`src/rtl/load_store_unit_if.sv`:
```
// Request/response handshake and data-memory bus shared by the
// EX/MEM pipeline side, the load/store unit and the data memory.
interface load_store_unit_if;

    // Request channel from the pipeline
    logic        req_valid;
    logic        req_ready;
    logic        req_write;
    logic [2:0]  req_funct3;
    logic [63:0] req_addr;
    logic [63:0] req_wdata;

    // Response channel back to the pipeline
    logic        resp_valid;
    logic        resp_ready;
    logic [63:0] resp_rdata;
    logic        resp_misaligned;
    logic        resp_access_fault;

    // Doubleword data-memory bus
    logic [63:0] mem_addr;
    logic [63:0] mem_wdata;
    logic        mem_write;
    logic        mem_read;
    logic [63:0] mem_rdata;

    // View seen by the load/store unit
    modport slave (
        input  req_valid, req_write, req_funct3, req_addr, req_wdata,
        input  resp_ready, mem_rdata,
        output req_ready, resp_valid, resp_rdata, resp_misaligned,
        output resp_access_fault, mem_addr, mem_wdata, mem_write, mem_read
    );

    // View seen by the pipeline and memory driving the unit
    modport master (
        output req_valid, req_write, req_funct3, req_addr, req_wdata,
        output resp_ready, mem_rdata,
        input  req_ready, resp_valid, resp_rdata, resp_misaligned,
        input  resp_access_fault, mem_addr, mem_wdata, mem_write, mem_read
    );

endinterface

```
`src/rtl/load_store_unit.sv`:
```
// Memory-stage load/store sequencer. Turns one byte/half/word/double
// load or store into doubleword-aligned accesses on a 64-bit data
// memory, using read-modify-write for partial stores, and reports
// misaligned and out-of-range/illegal accesses without touching memory.
module load_store_unit #(
    parameter int MEM_BYTES = 64
) (
    input  logic               clock,
    input  logic               reset,
    load_store_unit_if.slave   bus
);

    typedef enum logic [1:0] {
        IDLE  = 2'd0,
        READ  = 2'd1,
        WRITE = 2'd2,
        RESP  = 2'd3
    } state_t;

    state_t      r_state;

    // Captured request
    logic        r_isWrite;
    logic [2:0]  r_funct3;
    logic [2:0]  r_off;
    logic [63:0] r_wdata;

    // Registered response outputs
    logic        r_respValid;
    logic [63:0] r_respRdata;
    logic        r_respMisaligned;
    logic        r_respFault;

    // Registered memory bus outputs; r_memWdata doubles as the merge register
    logic [63:0] r_memAddr;
    logic [63:0] r_memWdata;
    logic        r_memWrite;
    logic        r_memRead;

    // Request decode
    logic        w_reqReady;
    logic        w_illegal;
    logic [2:0]  w_alignMask;
    logic        w_misaligned;
    logic        w_outOfRange;
    logic        w_isDouble;

    // Load extraction and store merge datapath
    logic [63:0] w_shifted;
    logic [63:0] w_loadData;
    logic [7:0]  w_sizeBytes;
    logic [7:0]  w_byteEnable;
    logic [63:0] w_wdataShifted;
    logic [63:0] w_merged;

    // Only an idle unit that is not being reset may take a request
    assign w_reqReady = (r_state == IDLE) && !reset;

    // Decode legality, alignment and range of the incoming request
    always_comb begin
        w_illegal    = bus.req_write ? bus.req_funct3[2] : (bus.req_funct3 == 3'b111);
        unique case (bus.req_funct3[1:0])
            2'b00:   w_alignMask = 3'b000;
            2'b01:   w_alignMask = 3'b001;
            2'b10:   w_alignMask = 3'b011;
            default: w_alignMask = 3'b111;
        endcase
        w_misaligned = (bus.req_addr[2:0] & w_alignMask) != 3'b000;
        w_outOfRange = bus.req_addr >= 64'(MEM_BYTES);
        w_isDouble   = bus.req_funct3[1:0] == 2'b11;
    end

    // Pick the addressed bytes out of the doubleword and extend them
    always_comb begin
        w_shifted = bus.mem_rdata >> {r_off, 3'b000};
        unique case (r_funct3[1:0])
            2'b00: w_loadData = r_funct3[2] ? {56'd0, w_shifted[7:0]}
                                            : {{56{w_shifted[7]}}, w_shifted[7:0]};
            2'b01: w_loadData = r_funct3[2] ? {48'd0, w_shifted[15:0]}
                                            : {{48{w_shifted[15]}}, w_shifted[15:0]};
            2'b10: w_loadData = r_funct3[2] ? {32'd0, w_shifted[31:0]}
                                            : {{32{w_shifted[31]}}, w_shifted[31:0]};
            default: w_loadData = w_shifted;
        endcase
    end

    // Overlay the store bytes onto the doubleword just read from memory
    always_comb begin
        unique case (r_funct3[1:0])
            2'b00:   w_sizeBytes = 8'h01;
            2'b01:   w_sizeBytes = 8'h03;
            2'b10:   w_sizeBytes = 8'h0F;
            default: w_sizeBytes = 8'hFF;
        endcase
        w_byteEnable   = w_sizeBytes << r_off;
        w_wdataShifted = r_wdata << {r_off, 3'b000};
        w_merged       = bus.mem_rdata;
        for (int i = 0; i < 8; i++) begin
            if (w_byteEnable[i]) begin
                w_merged[8*i +: 8] = w_wdataShifted[8*i +: 8];
            end
        end
    end

    // Transaction sequencer: accept, fault-check, read, write, respond
    always_ff @(posedge clock) begin
        if (reset) begin
            r_state          <= IDLE;
            r_isWrite        <= 1'b0;
            r_funct3         <= 3'b000;
            r_off            <= 3'b000;
            r_wdata          <= 64'd0;
            r_respValid      <= 1'b0;
            r_respRdata      <= 64'd0;
            r_respMisaligned <= 1'b0;
            r_respFault      <= 1'b0;
            r_memAddr        <= 64'd0;
            r_memWdata       <= 64'd0;
            r_memWrite       <= 1'b0;
            r_memRead        <= 1'b0;
        end else begin
            unique case (r_state)
                IDLE: begin
                    if (bus.req_valid) begin
                        r_isWrite        <= bus.req_write;
                        r_funct3         <= bus.req_funct3;
                        r_off            <= bus.req_addr[2:0];
                        r_wdata          <= bus.req_wdata;
                        r_respRdata      <= 64'd0;
                        r_respMisaligned <= 1'b0;
                        r_respFault      <= 1'b0;
                        if (w_illegal) begin
                            r_respFault <= 1'b1;
                            r_respValid <= 1'b1;
                            r_state     <= RESP;
                        end else if (w_misaligned) begin
                            r_respMisaligned <= 1'b1;
                            r_respValid      <= 1'b1;
                            r_state          <= RESP;
                        end else if (w_outOfRange) begin
                            r_respFault <= 1'b1;
                            r_respValid <= 1'b1;
                            r_state     <= RESP;
                        end else begin
                            r_memAddr <= {bus.req_addr[63:3], 3'b000};
                            if (bus.req_write && w_isDouble) begin
                                r_memWdata <= bus.req_wdata;
                                r_memWrite <= 1'b1;
                                r_state    <= WRITE;
                            end else begin
                                r_memRead <= 1'b1;
                                r_state   <= READ;
                            end
                        end
                    end
                end
                READ: begin
                    r_memRead <= 1'b0;
                    if (r_isWrite) begin
                        r_memWdata <= w_merged;
                        r_memWrite <= 1'b1;
                        r_state    <= WRITE;
                    end else begin
                        r_respRdata <= w_loadData;
                        r_respValid <= 1'b1;
                        r_state     <= RESP;
                    end
                end
                WRITE: begin
                    r_memWrite  <= 1'b0;
                    r_respValid <= 1'b1;
                    r_state     <= RESP;
                end
                RESP: begin
                    if (bus.resp_ready) begin
                        r_respValid <= 1'b0;
                        r_state     <= IDLE;
                    end
                end
                default: r_state <= IDLE;
            endcase
        end
    end

    assign bus.req_ready         = w_reqReady;
    assign bus.resp_valid        = r_respValid;
    assign bus.resp_rdata        = r_respRdata;
    assign bus.resp_misaligned   = r_respMisaligned;
    assign bus.resp_access_fault = r_respFault;
    assign bus.mem_addr          = r_memAddr;
    assign bus.mem_wdata         = r_memWdata;
    assign bus.mem_write         = r_memWrite && !reset;
    assign bus.mem_read          = r_memRead;

endmodule

```
`src/flat_wrapper.sv`:
```
// flat-port wrapper written by rule: the top's interface ports become plain ports
module load_store_unit_flat 
#(
    parameter int MEM_BYTES = 64
)
  (clock, reset, bus_req_valid, bus_req_write, bus_req_funct3, bus_req_addr, bus_req_wdata, bus_resp_ready, bus_mem_rdata, bus_req_ready, bus_resp_valid, bus_resp_rdata, bus_resp_misaligned, bus_resp_access_fault, bus_mem_addr, bus_mem_wdata, bus_mem_write, bus_mem_read);
  load_store_unit_if bus_i ();
  input  logic clock;
  input  logic reset;
  input wire logic [$bits(bus_i.req_valid)-1:0] bus_req_valid;
  input wire logic [$bits(bus_i.req_write)-1:0] bus_req_write;
  input wire logic [$bits(bus_i.req_funct3)-1:0] bus_req_funct3;
  input wire logic [$bits(bus_i.req_addr)-1:0] bus_req_addr;
  input wire logic [$bits(bus_i.req_wdata)-1:0] bus_req_wdata;
  input wire logic [$bits(bus_i.resp_ready)-1:0] bus_resp_ready;
  input wire logic [$bits(bus_i.mem_rdata)-1:0] bus_mem_rdata;
  output wire logic [$bits(bus_i.req_ready)-1:0] bus_req_ready;
  output wire logic [$bits(bus_i.resp_valid)-1:0] bus_resp_valid;
  output wire logic [$bits(bus_i.resp_rdata)-1:0] bus_resp_rdata;
  output wire logic [$bits(bus_i.resp_misaligned)-1:0] bus_resp_misaligned;
  output wire logic [$bits(bus_i.resp_access_fault)-1:0] bus_resp_access_fault;
  output wire logic [$bits(bus_i.mem_addr)-1:0] bus_mem_addr;
  output wire logic [$bits(bus_i.mem_wdata)-1:0] bus_mem_wdata;
  output wire logic [$bits(bus_i.mem_write)-1:0] bus_mem_write;
  output wire logic [$bits(bus_i.mem_read)-1:0] bus_mem_read;
  assign bus_i.req_valid = bus_req_valid;
  assign bus_i.req_write = bus_req_write;
  assign bus_i.req_funct3 = bus_req_funct3;
  assign bus_i.req_addr = bus_req_addr;
  assign bus_i.req_wdata = bus_req_wdata;
  assign bus_i.resp_ready = bus_resp_ready;
  assign bus_i.mem_rdata = bus_mem_rdata;
  assign bus_req_ready = bus_i.req_ready;
  assign bus_resp_valid = bus_i.resp_valid;
  assign bus_resp_rdata = bus_i.resp_rdata;
  assign bus_resp_misaligned = bus_i.resp_misaligned;
  assign bus_resp_access_fault = bus_i.resp_access_fault;
  assign bus_mem_addr = bus_i.mem_addr;
  assign bus_mem_wdata = bus_i.mem_wdata;
  assign bus_mem_write = bus_i.mem_write;
  assign bus_mem_read = bus_i.mem_read;
  load_store_unit #(.MEM_BYTES(MEM_BYTES)) u_core (.clock(clock), .reset(reset), .bus(bus_i));
endmodule
```
`config.mk`:
```
export PLATFORM = sky130hd
export DESIGN_NAME = load_store_unit_flat
export DESIGN_NICKNAME = d
export VERILOG_FILES = /design/src/rtl/load_store_unit_if.sv /design/src/rtl/load_store_unit.sv /design/src/flat_wrapper.sv
export SDC_FILE = /design/constraint.sdc
export NUM_CORES = 1
export LEC_CHECK = 0
export ABC_AREA = 1
export CELL_PAD_IN_SITES_DETAIL_PLACEMENT = 0
export CELL_PAD_IN_SITES_GLOBAL_PLACEMENT = 1
export CORE_ASPECT_RATIO = 0.8
export CORE_MARGIN = 10
export CORE_UTILIZATION = 33
export CTS_CLUSTER_DIAMETER = 200
export DETAILED_ROUTE_END_ITERATION = 7
export GPL_TIMING_DRIVEN = 0
export PLACE_DENSITY = 0.9
export SLEW_MARGIN = 0
export SYNTH_ARGS = -nofsm -noshare
export SYNTH_HDL_FRONTEND = slang
export SYNTH_SLANG_ARGS = --single-unit
export TNS_END_PERCENT = 5
```
`constraint.sdc`:
```
create_clock -name clock -period 2.3 [get_ports clock]
set_clock_uncertainty 0.1 [all_clocks]
set_input_delay 0.23 -clock clock [delete_from_list [all_inputs] [get_ports clock]]
set_output_delay 0.23 -clock clock [all_outputs]
set_load 0.05 [all_outputs]
```
-- After elaboration in Yosys (flattened, before gate mapping)
Cells that the tools add are included.
- register bits: 267
- bits of input ports: 200
- output and inout bits: 198
- logic and storage cells: 116
- $lt $le $gt $ge: 1
- eq/ne operators: 19
- shifts and indexed selects: 3
- muxes and demuxes: 58
- bitwise operators: 4
- reductions and logical operators: 18
- operators with widths (cell ; count):
    64-bit two-way mux ; 11
    64-bit one-hot mux with 2 select lines ; 2
    64-bit one-hot mux with 3 select lines ; 1
    64-bit by 7-bit greater-or-equal comparator with 1-bit output (second input constant) ; 1
    8-bit two-way mux ; 8
    64-bit by 6-bit << shifter with 64-bit output ; 1
    64-bit by 6-bit >> shifter with 64-bit output ; 1
    1-bit two-way mux ; 24
    8-bit one-hot mux with 3 select lines ; 1
    2-bit != test (second input constant) ; 8
    7-bit AND reduction ; 2
    2-bit two-way mux ; 6
    2-bit equality test (second input constant) ; 5
    3-bit one-hot mux with 3 select lines ; 1
    2-bit one-hot mux with 4 select lines ; 1
    8-bit by 3-bit << shifter with 8-bit output ; 1
    2-bit by 1-bit equality test with 1-bit output (second input constant) ; 3
    2-bit zero test ; 3
    6-bit AND reduction ; 1
    3-bit nonzero test ; 2
    5-bit AND reduction ; 1
    4-bit by 1-bit != test with 1-bit output (second input constant) ; 1
    1-bit one-hot mux with 4 select lines ; 1
    2-bit AND reduction ; 2
    other kinds (11) ; 15

-- Logic depth before layout (Yosys ltp)
- depth in word-level cells: 8
- depth in mapped cells: 14
- depth with buffers taken out: 12

-- Worst setup path before layout
No wires, ideal clock.
- path type: reg2reg
- start: register u_core.r_state[1]
- end: register u_core.r_memWdata[33] (netlist: u_core.bus.mem_wdata[33])
- setup time: 0.114 ns
- arrival time: 1.756 ns
- required time: 2.086 ns
- path slack: 0.330 ns
- stages on the path, launching flop included: 14
- buffers on the path: 3
- clock period less this slack: 1.970 ns
- cell sequence: dfxtp_1 -> inv_1 -> ha_1 -> buf_2 -> inv_4 -> nor2_1 -> a21oi_1 -> nand2_1 -> a21oi_2 -> nand3_2 -> buf_6 -> buf_2 -> a21oi_1 -> nor2_1
- word-level cells in the longest chain between the ends: 3
- elaborated cells on any way between the ends: 11
- classes of those cells: eq/ne (7); mux (1); reduce/logical (3)
- ends and longest elaborated chain (item ; line ; source):
    from (decl) ; load_store_unit.sv:20 ; state_t r_state;
    from (signal assigned) ; load_store_unit.sv:108 ; r_state <= IDLE;
    from (signal assigned) ; load_store_unit.sv:135 ; r_state <= RESP;
    from (signal assigned) ; load_store_unit.sv:139 ; r_state <= RESP;
    2-bit by 1-bit equality test with 1-bit output / 2-bit zero test (equally long branches) ; load_store_unit.sv:122 ; unique case (r_state)
    2-bit by 1-bit != test with 1-bit output (no source line) (tied with other cells) ; n/a ;
    7-bit AND reduction (no source line) ; n/a ;
    to (signal assigned) ; load_store_unit.sv:147 ; r_memWdata <= bus.req_wdata;
    to (signal assigned) ; load_store_unit.sv:160 ; r_memWdata <= w_merged;
    to (decl) ; load_store_unit.sv:36 ; logic [63:0] r_memWdata;
Several ways; a longest one is shown, not always the timed one.
A chain may end at the register's enable or synchronous reset.

-- Worst setup path after layout
- start: register u_core.r_off[1]
- end: register u_core.r_memWdata[29] (netlist: u_core.bus.mem_wdata[29])
- word-level cells in the longest chain between the ends: 4
- elaborated cells on any way between the ends: 5
- classes of those cells: shift (2); mux (3)
- ends and longest elaborated chain (item ; line ; source):
    from (decl) ; load_store_unit.sv:25 ; logic [2:0] r_off;
    from (signal assigned) ; load_store_unit.sv:127 ; r_off <= bus.req_addr[2:0];
    64-bit by 6-bit << shifter with 64-bit output / 8-bit by 3-bit << shifter with 8-bit output (equally long branches) ; load_store_unit.sv:96, load_store_unit.sv:95 ;
    8-bit two-way mux (*) ; load_store_unit.sv:99 ; if (w_byteEnable[i]) begin
    64-bit two-way mux (*) ; load_store_unit.sv:159 ; if (r_isWrite) begin
    64-bit one-hot mux with 2 select lines (*) ; load_store_unit.sv:122 ;
Mark *: on every way between the ends. The rest lies on a longest branch, timed or not. The select of a mux whose other input is x is not followed.

==> qor.csv <==
stage,metric,value,unit
status,status,finished with violations,
status,failing checks,setup timing,
power,Static Leak,9.36,nW
floorplanning,Die X-Extent,258,µm
timing,Hold Fails Final Rpt,0,
finish,"commonest non-fill, non-tap cell in the layout",nand2_1,
critical_path,Bufs and invs on worst path,2,
critical_path,Crit Path Max Fanout,10,
critical_path,crit path capture type,flop,
power,final total power,26.9,mW
critical_path,startpoint types,flop,
floorplanning,Die Span Y,210,µm
grt,first-pass GRT wire length,127,mm
yosys,post-synth cell types,37,
finish,multi-input logic area,8220,µm²
flow_run,Max-Cap Viols,0,
timing,"Slew Viols, Final",0,
finish,fraction of layout cells with a size suffix above 1,0.0945,
floorplanning,Ports,398,
clocking,clk sinks,267,
clocking,# hold bufs at CTS,0,
routing,Routed WL,90.4,mm
timing,Setup Viol. Count Final,1,
routing,DRT antenna net count,0,
finish,layout net count,3102,
floorplanning,FP Rows,69,
grt,vias in the first global route,17700,
routing,drt wl/cell,25.6,µm
timing,RSZ-0062 raised after global routing,yes,
finish,most frequent cells in the layout,"767 x nand2_1, 391 x clkdlybuf4s50_1, 293 x nor2_1",
clocking,worst skew pair latency,0.60,ns
clocking,maximum buffer depth of the clock tree,3,
grt,initial antenna violation count,6,
timing,slew at the pin with the worst max-slew slack,1.01,ns
placed_design,DP Worst Slack,-0.815,ns
clocking,root buf cell,clkbuf_16,
timing,fmax,0.432,GHz
worst_hold_path,worst min path class,in -> reg,
clocking,CTS buffer count,29,
timing,Slew HR,0.325,
placed_design,Buffers on Ports,393,
grt,All-Layer GR Usage,0.317,
power,PD cells,1260,nW/µm²
floorplanning,Core Area,44600,µm²
yosys,"Avg Cell Area, Syn",6.09,µm²
critical_path,family with the most delay on the worst path,buffers and inverters,
placed_design,DPL Wire Length,74.1,mm
critical_path,Worst R2R Setup Slack,-0.02,ns
critical_path,crit path kind,reg -> reg,
finish,Area Overhead vs Synth,42.5,%
timing,final worst setup slack,-0.0156,ns
finish,final core occ,0.478,
clocking,"Reg clk slew, reported paths",0.07,ns
timing,period utilization,1.01,
routing,DR DRC count,0,
floorplanning,initial core utilization,0.335,
finish,Seq. cell area,5350,µm²
yosys,Yosys reg bits,267,
finish,Fillers,4623,
placed_design,gpl congestion,1.05,
yosys,Post-Synthesis Cells,2457,
critical_path,required time of the critical path,2.68,ns
power,VDD IR max,0.000861,V
grt,largest net degree at the start of global routing,16,
routing,vias per cell,5.28,
floorplanning,die area,54300,µm²
yosys,Mapped Area,15000,µm²
critical_path,crit-path cells,buf_6 -> buf_1 -> nand3_1 -> a21oi_1 -> o22ai_1 -> nor2_2 -> nor2_1,
clocking,TritonCTS clock tree,built,
yosys,"Seq/Total Area, Yosys",0.357,
routing,DRT iter0 DRCs,2047,
routing,via count,18600,
routing,DR pass1 iterations,6,
critical_path,crit-path max cell delay,0.59,ns
critical_path,"slowest stage cell, crit path",buf_1,
grt,residual overflow from global routing,0,
critical_path,CP Data Arrival Time,2.70,ns
timing,min Tclk post-route,2.32,ns
clocking,H-tree depth,1,
yosys,Yosys Warn Count,0,
-- cell families (layout without fill, tap and decap cells) --
group,after synthesis,count (layout),synth area share
AOI/OAI and AO/OA,466,466,0.166
adders and majority gates,4,4,0.00335
buffers and inverters,399,860,0.114
DFF,267,267,0.357
other,1,7,0.000251
and+or+nand+nor,1320,1320,0.358
-- stage by stage --
stage / hold slack [ns] / cell area (µm²) / cells / TNS (ns)
2_1_floorplan: 0.265 / 15000 / 2459 / 0
3_3_place_gp: 0.341 / 19700 / 3455 / -86.96
3_5_place_dp: 0.348 / 19700 / 3455 / -100.81
4_1_cts: 0.0868 / 20900 / 3514 / -1.62
5_1_grt: 0.107 / 21300 / 3523 / -0.664
6_report: 0.121 / 21300 / 3527 / -0.0156
-- per-layer routing --
metal / wire length (µm) / vias to the layer above / part of all wire / GRT usage
met3: 11000 / 115 / 0.12 / 0.0952
met4: 2190 / 6 / 0.024 / 0.0755
met2: 37000 / 1068 / 0.41 / 0.466
li1: - / 8688 / - / -
met1: 40200 / 8755 / 0.44 / 0.444
met5: 32 / - / 0.00035 / 0
-- state kept, by name (all words and copies together), names as in the netlist --
signal                        flops
u_core.bus.mem_wdata             64
u_core.bus.resp_rdata            64
u_core.r_wdata                   64
u_core.bus.mem_addr              61
u_core.r_funct3                   3
u_core.r_off                      3
u_core.r_state                    2
u_core.bus.mem_read               1
u_core.bus.resp_access_fault      1
u_core.bus.resp_misaligned        1
u_core.bus.resp_valid             1
u_core.r_isWrite                  1
u_core.r_memWrite                 1
-- worst register-to-register path, delay by kind of cell, from the launching register on --
kind / cells / cell delay (ns)
compound gates: 2 / 0.64
buf+inv: 2 / 0.75
flops: 1 / 0.33
simple gates: 3 / 0.40
-- repair_timing --
item,4_1_cts,5_1_grt
endpoints found under the setup margin,189,156
pin swaps,2,10
cloned,1,0
setup buffers,5,10
gates resized for setup,81,121
-- Yosys cell counts, drive strengths merged --
master / instances / area (µm²)
a21boi: 7 / 52.6
a21oi: 180 / 908
a31oi: 10 / 62.6
and2: 2 / 12.5
buf: 95 / 561
clkbuf: 74 / 278
clkinv: 3 / 11.3
conb: 1 / 3.75
dfxtp: 267 / 5350
ha: 4 / 50.1
inv: 227 / 862
nand2: 776 / 2940
nand3: 201 / 1030
nand4: 6 / 52.6
nor2: 316 / 1200
nor3: 1 / 5.00
o2111ai: 8 / 70.1
o211ai: 27 / 203
o21a: 7 / 52.6
o21ai: 223 / 1120
o22ai: 4 / 25.0
or2: 18 / 113
-- area by class of cell --
cell class | count | share of cell area
flip-flops and latches | 267 | 0.251
clock inverters | 16 | 0.00916
diodes | 4 | 0.000470
well taps | 603 | 0.0354
repair buffers | 409 | 0.192
clock buffers | 37 | 0.0373
multi-input cells | 1793 | 0.386
plain buffers | 168 | 0.0472
inverters | 230 | 0.0419
-- final timing paths --
path,end,depth (start not counted),from
setup / recovery,u_core.bus.mem_wdata[29],7,u_core.r_off[1]
hold / removal,u_core.r_wdata[28],3,bus_req_wdata[28]
setup reg to reg,u_core.bus.mem_wdata[29],7,u_core.r_off[1]
hold reg to reg,u_core.bus.mem_addr[42],2,u_core.bus.mem_addr[42]
-- where the power goes --
part           switching, mW  internal (mW)
Sequential             0.826           5.60
Clock                   2.15           2.82
Combinational           10.9           4.62
(Power assumes the default switching activity.)
